## src/rtl/fv_core_if_queue_sched.sv

```systemverilog
// Push/pop scheduler for the FV IF instruction queue: tracks occupancy and
// sequences REFILL -> RUN -> DRAIN -> DONE, with kill/stall handling.
module fv_core_if_queue_sched #(
  parameter int MAX_INSTR = 2,
  parameter int DEPTH     = 16,
  parameter int CNT_W     = $clog2(DEPTH) + 1
) (
  input  logic                 clk,
  input  logic                 reset_,
  input  logic                 stall,
  input  logic                 kill,
  input  logic                 kill_is_cf,
  input  logic                 drain_req,
  input  logic [MAX_INSTR-1:0] gen_valid,
  output logic [MAX_INSTR-1:0] gen_ready,
  input  logic [MAX_INSTR-1:0] fetch_req,
  output logic [MAX_INSTR-1:0] queue_push,
  output logic [MAX_INSTR-1:0] queue_pop,
  output logic [MAX_INSTR-1:0] is_empty,
  output logic [CNT_W-1:0]     count,
  output logic [1:0]           state,
  output logic                 proto_err
);

  typedef enum logic [1:0] {
    S_REFILL = 2'd0,
    S_RUN    = 2'd1,
    S_DRAIN  = 2'd2,
    S_DONE   = 2'd3
  } state_e;

  localparam int SW = CNT_W + 2;

  state_e               state_q, state_d;
  logic [CNT_W-1:0]     count_q, count_d;
  logic                 proto_err_q, proto_err_d;

  logic                 kill_int, accept_st, pop_st, fetch_run, ovf;
  logic signed [SW-1:0] count_s, free_s, push_cnt, pop_cnt, avail, sum, count_nx;

  function automatic logic is_prefix(input logic [MAX_INSTR-1:0] v);
    logic seen_zero;
    is_prefix = 1'b1;
    seen_zero = 1'b0;
    for (int i = 0; i < MAX_INSTR; i++) begin
      if (!v[i]) seen_zero = 1'b1;
      else if (seen_zero) is_prefix = 1'b0;
    end
  endfunction

  function automatic logic signed [SW-1:0] popcnt(input logic [MAX_INSTR-1:0] v);
    popcnt = '0;
    for (int i = 0; i < MAX_INSTR; i++)
      popcnt = popcnt + $signed({{(SW-1){1'b0}}, v[i]});
  endfunction

  always_comb begin
    kill_int  = kill & kill_is_cf;
    accept_st = (state_q == S_REFILL) || (state_q == S_RUN);
    pop_st    = (state_q == S_RUN) || (state_q == S_DRAIN);
    count_s   = $signed({2'b00, count_q});
    // Free space ignores same-cycle pops, so a full queue never accepts.
    free_s    = $signed(SW'(DEPTH - 1)) - count_s;
    for (int i = 0; i < MAX_INSTR; i++)
      gen_ready[i] = !stall & accept_st & !drain_req & ($signed(SW'(i)) < free_s);
    queue_push = gen_valid & gen_ready;
    push_cnt   = popcnt(queue_push);
    avail      = count_s + push_cnt;
    fetch_run  = 1'b1;
    for (int i = 0; i < MAX_INSTR; i++) begin
      fetch_run    = fetch_run & fetch_req[i];
      queue_pop[i] = pop_st & !stall & !kill_int & fetch_run & ($signed(SW'(i)) < avail);
      is_empty[i]  = !pop_st | kill_int | ($signed(SW'(i)) >= avail);
    end
    pop_cnt = popcnt(queue_pop);
    sum     = avail - pop_cnt;

    // Pushes accepted in a kill cycle belong to the redirected path.
    if (kill_int)    count_nx = stall ? '0 : push_cnt;
    else if (!stall) count_nx = sum;
    else             count_nx = count_s;
    count_d = CNT_W'(count_nx);

    ovf = !kill_int & !stall & ((sum > $signed(SW'(DEPTH - 1))) | sum[SW-1]);
    proto_err_d = proto_err_q | !is_prefix(gen_valid) | !is_prefix(fetch_req) | ovf;
  end

  always_comb begin
    state_d = state_q;
    case (state_q)
      S_REFILL: begin
        if (drain_req)
          state_d = S_DRAIN;
        else if (!kill_int && ((count_nx >= $signed(SW'(MAX_INSTR))) ||
                               ((count_nx != '0) && (gen_valid == '0))))
          state_d = S_RUN;
      end
      S_RUN: begin
        if (drain_req)     state_d = S_DRAIN;
        else if (kill_int) state_d = S_REFILL;
      end
      S_DRAIN: begin
        if (kill_int || (!stall && (sum == '0))) state_d = S_DONE;
      end
      default: state_d = S_DONE;
    endcase
  end

  always_ff @(posedge clk or negedge reset_) begin
    if (!reset_) begin
      count_q     <= '0;
      state_q     <= S_REFILL;
      proto_err_q <= 1'b0;
    end else begin
      count_q     <= count_d;
      state_q     <= state_d;
      proto_err_q <= proto_err_d;
    end
  end

  assign count     = count_q;
  assign state     = state_q;
  assign proto_err = proto_err_q;

endmodule

```

## config.mk

```make
export PLATFORM = sky130hd
export DESIGN_NAME = fv_core_if_queue_sched
export DESIGN_NICKNAME = d
export VERILOG_FILES = /design/src/rtl/fv_core_if_queue_sched.sv
export SDC_FILE = /design/constraint.sdc
export NUM_CORES = 1
export LEC_CHECK = 0
export BUFFER_PORTS_ARGS = -buffer_cell sky130_fd_sc_hd__buf_2
export CAP_MARGIN = 10
export CORE_MARGIN = 2
export CORE_UTILIZATION = 40
export CTS_CLUSTER_DIAMETER = 60
export DETAILED_ROUTE_END_ITERATION = 7
export SKIP_CTS_REPAIR_TIMING = 1
export SKIP_LAST_GASP = 1
export SYNTH_ARGS = -nofsm -noshare
export SYNTH_HDL_FRONTEND = slang
export SYNTH_SLANG_ARGS = --single-unit
```

## constraint.sdc

```tcl
create_clock -name clk -period 6.3 [get_ports clk]
set_clock_uncertainty 0.15 [all_clocks]
set_input_delay 0.945 -clock clk [delete_from_list [all_inputs] [get_ports clk]]
set_output_delay 0.945 -clock clk [all_outputs]
set_load 0.005 [all_outputs]
```

==> results by stage <==
Hold path:
- The origin of the worst min-delay path is proto_err$_DFF_PN0_.
- The path category of the worst min-delay check is flip-flop to flip-flop.
- The worst hold path depth is 1.
- The path with the worst hold slack has its endpoint at proto_err$_DFF_PN0_.

Synth:
- In the post-synthesis netlist, the biggest area contributors are sky130_fd_sc_hd__dfrtp_1 18%, sky130_fd_sc_hd__ha_1 7.8%, sky130_fd_sc_hd__nor2_1 4.0%.
- The share of the synthesized netlist area taken by xor and xnor gates is 0.0466.
- The number of synthesized flops with an enable pin is 0.
- The average instance area after synthesis is 8.06 um2.
- Counting every instance in the synthesized netlist gives 140.
- The adder and majority gate portion of the synthesized area is 0.113.
- Of the total synthesized cell area, the portion taken by AND, OR, NAND and NOR gates is 0.296.
- The synthesized netlist occupies a cell area of 0.00113 mm2.
- The post-synthesis register bit count is 8.
- The combinational family with the most area after synthesis is simple AND/OR/NAND/NOR gates.
- Measured against the total synthesized area, the mux share comes to 0.
- By count the netlist is led by 12 x sky130_fd_sc_hd__nor2_1, 11 x sky130_fd_sc_hd__inv_1, 10 x sky130_fd_sc_hd__nand2_1.
- The area fraction in compound gates after synthesis is 0.275.
- In the synthesized netlist the dominant register cell turns out to be sky130_fd_sc_hd__dfrtp_1.
- By instance count, the leading cell after synthesis is sky130_fd_sc_hd__nor2_1.
- The share of async-settable or async-resettable flops after synthesis is 1.00.
- During synthesis, Yosys emitted a total of 0 warnings.
- The fraction of the yosys area taken by sequential cells is 0.177.
- The number of nets produced by synthesis is 159.
- The biggest area consumer among synthesized cells is sky130_fd_sc_hd__dfrtp_1.
- The count of unique library cells instantiated by Yosys is 56.
- The area share of the largest cell type after synthesis is 0.177.

Power and ir drop:
- Of the total power, the share spent switching nets is 0.470.
- Overall power consumption after layout is estimated at 0.339 mW.
- The leakage power summed over all cells is 0.583 nW.
- The share of total power dissipated in the clock network is 0.110.
- VDD sags by at most 0.143 mV.
- The total internal power is 0.180 mW.
- Of the total power, registers draw 0.281.
- The power density over the cells is 258 mW/mm2.
- The share of total power dissipated in combinational logic is 0.609.
- Summed over all nets, the switching power comes to 0.159 mW.

Setup path:
- The cell repeated most along the worst path is sky130_fd_sc_hd__ha_1.
- Tracing the worst setup path back leads to its startpoint at stall.
- At the worst endpoint, the required time is 6.26 ns.
- Data on the critical path arrives at its endpoint at 5.82 ns.
- The endpoint identified for the worst register-to-register timing path is state[0]$_DFFE_PN0P_.
- The element type at the critical path end is a flip-flop.
- The setup check on the worst reg-to-reg path leaves a slack of 0.57 ns.
- The maximum single-stage delay on the critical path is 0.52 ns.
- STA classifies the critical path startpoint as an input port.
- The signal on the critical path passes through buf_2 > or4_1 > a31oi_1 > o21bai_1 > and2_1 > ha_1 > ha_1 > inv_1 > fa_1 > nor2b_1 > a21o_1 > nand3_1 > o211ai_1 > nor3b_1 > fa_1 > ha_1 > nor4bb_1 > a311oi_1 > or3_1 > nand4_1 > o311ai_2 > a22oi_1.
- The critical path is of the input port to flip-flop type.
- The largest individual stage delay along the critical path comes from the cell sky130_fd_sc_hd__or4_1.
- The startpoint identified for the worst register-to-register timing path is state[0]$_DFFE_PN0P_.
- The largest fanout on the critical path is 7.
- The number of cells traversed by the worst register-to-register path is 24.

Final layout:
- The finished cells cover 0.00131 mm2.
- The synthesis-to-layout area growth is 16.3%.
- The share of final-layout standard cells stronger than drive strength 1 is 0.253.
- 0 antenna diodes ended up in the layout.
- For this run, the post-layout net count is 187.
- The count of cells in the finished layout, fillers not included, comes to 197.
- After filler insertion, the fill cell instance count of the layout stands at 287.

STA:
- The number of endpoints with negative hold slack in the final report was 0.
- Setup repair after global routing left no endpoint under its margin.
- After layout, the minimum clock period comes to 5.86 ns.
- The worst-case headroom to the max-slew limit is 0.665.
- The final cycle utilization of the critical path is 0.930.
- The maximum clock frequency is 171 MHz.
- The max-slew violation total from the final report is 0.
- At the pin with the least slew margin, the transition time is 0.491 ns.
- The setup total negative slack is 0 ns.
- Setup violations remaining at the end of the flow were counted as 0.
- The final worst-path setup slack is 0.441 ns.

Outcome:
- The flow ran to the end, and the final reports show no timing, DRC or antenna violations.

Routing:
- The starting DRC count in detailed routing is 42.
- The post-detailed-route count of antenna-violating nets is 0.
- Summed over all layers, the routed wires come to 3.00 mm.
- The number of vias in the routed layout is 1147.
- The detailed-route DRC error count is 0.
- The pre-antenna-repair detailed-routing pass consisted of 4 iterations.
- Dividing the detail-routed via count by the number of cells gives 5.82.
- After detailed routing, the average wire length per cell comes to 15.2 um.

Floorplanning:
- From bottom edge to top edge, the die measures 57.1 um.
- The placeable core region is 0.00271 mm2.
- In this run the core area contains 19 standard-cell rows.
- During I/O placement, the number of pins put on the boundary was 26.
- The initial core utilization is 0.416.
- The die outline area is 0.00326 mm2.
- The horizontal die dimension is 57.1 um.

Global routing:
- For this run, the total global-route usage over all layers was measured as 0.206.
- The first-pass GRT wire length is 5.29 mm.
- The via count of the first global-routing pass is 1147.
- The total global routing overflow is 0.
- The initial antenna violation count is 0.
- Entering global routing, the biggest net connects 19 pins.

Place:
- The number of placed cells counting well taps is 194.
- Once placement finished, the instance area stood at 0.00128 mm2.
- The port buffer count is 25.
- The pre-CTS setup slack is 0.179 ns.
- Routability-driven placement finished with a final weighted congestion of 0.913.
- The post-DP HPWL is 2.48 mm.

Clock network:
- The clock latency on the worst-skew pair is 0.25 ns.
- TritonCTS built the clock tree.
- The TritonCTS buffer count is 3.
- Clock tree synthesis found a total of 8 sinks.
- The clock root buffer master is sky130_fd_sc_hd__clkbuf_4.
- The H-tree depth reported by CTS is 1.
- The deepest clock path buffer count is 2.
- The clock-pin slew of the registers on the worst-case setup and hold paths is 0.05 ns.

Job:
- The max-cap violation count is 0.
stage by stage:
| step | hold slack, ns | utilization |
|---|---|---|
| 6_report | 0.329 | 0.484 |
| 5_1_grt | 0.368 | 0.484 |
| 4_1_cts | 0.338 | 0.482 |
| 3_5_place_dp | 0.326 | 0.473 |
| 3_3_place_gp | 0.332 | 0.473 |
| 2_1_floorplan | 0.324 | - |
cell families after synthesis:
group	count (synthesis)
and+or+nand+nor	58
AOI/OAI and AO/OA	39
buffers and inverters	20
adders and majority gates	9
DFF	8
xor gates and xnor gates	6
routing by layer:
layer,wire (um),track usage,vias up
met5,0,0,-
met2,1410,0.325,35
met4,74,0.103,0
met3,120,0.0204,8
met1,1390,0.282,532
li1,-,-,572
worst max path at each step:
stage,end,slack (ns)
after global placement,state[0]$_DFFE_PN0P_,0.38
final,state[0]$_DFFE_PN0P_,0.44
after CTS,state[0]$_DFFE_PN0P_,0.43
after floorplan,state[0]$_DFFE_PN0P_,0.24
after global routing,state[0]$_DFFE_PN0P_,0.06
after detailed placement,state[0]$_DFFE_PN0P_,0.18
flip-flops by register name, summed over array words and instances (netlist names):
signal	cells
count	5
state	2
proto_err	1
layout by cell type (no fill, tap or decap), types with 2 or more instances in the layout:
cell type,count
sky130_fd_sc_hd__buf_2,25
sky130_fd_sc_hd__nor2_1,12
sky130_fd_sc_hd__inv_1,11
sky130_fd_sc_hd__nand2_1,10
sky130_fd_sc_hd__dfrtp_1,8
sky130_fd_sc_hd__o21ai_0,7
sky130_fd_sc_hd__ha_1,7
sky130_fd_sc_hd__buf_4,7
sky130_fd_sc_hd__nand3_1,6
sky130_fd_sc_hd__nor2b_1,5
sky130_fd_sc_hd__and2_1,4
sky130_fd_sc_hd__o211ai_1,3
sky130_fd_sc_hd__xor2_1,3
sky130_fd_sc_hd__nor4_1,3
sky130_fd_sc_hd__xnor2_1,3
sky130_fd_sc_hd__clkbuf_4,3
sky130_fd_sc_hd__a21o_1,2
sky130_fd_sc_hd__nor4bb_1,2
sky130_fd_sc_hd__a21oi_1,2
sky130_fd_sc_hd__nor3_1,2
sky130_fd_sc_hd__nand4_1,2
sky130_fd_sc_hd__a21boi_0,2
sky130_fd_sc_hd__nand4b_1,2
sky130_fd_sc_hd__o31ai_1,2
sky130_fd_sc_hd__fa_1,2
worst max-delay path: cells and delay by family:
kind,cells,cell delay [ns]
and+or+nand+nor,8,1.53
buffers and inverters,2,0.17
adders and majority gates,5,1.56
AOI/OAI and AO/OA,7,1.61
power by group through the flow:
stage               Clock, mW  Sequential, mW  Combinational [mW]
floorplan                   0          0.0824               0.152
global placement            0          0.0956               0.204
detailed placement          0          0.0956               0.204
CTS                    0.0396          0.0948               0.205
global route           0.0407          0.0992               0.237
finish                 0.0374          0.0952               0.207
cell type report:
class	count	area [um2]	share of cell area
Inverter	11	41.3	0.0315
Multi-Input combinational cell	112	832	0.634
Sequential cell	8	200	0.153
Clock buffer	3	22.5	0.0172
Timing Repair Buffer	32	178	0.135
Tap cell	31	38.8	0.0296
(Power assumes the default switching activity.)
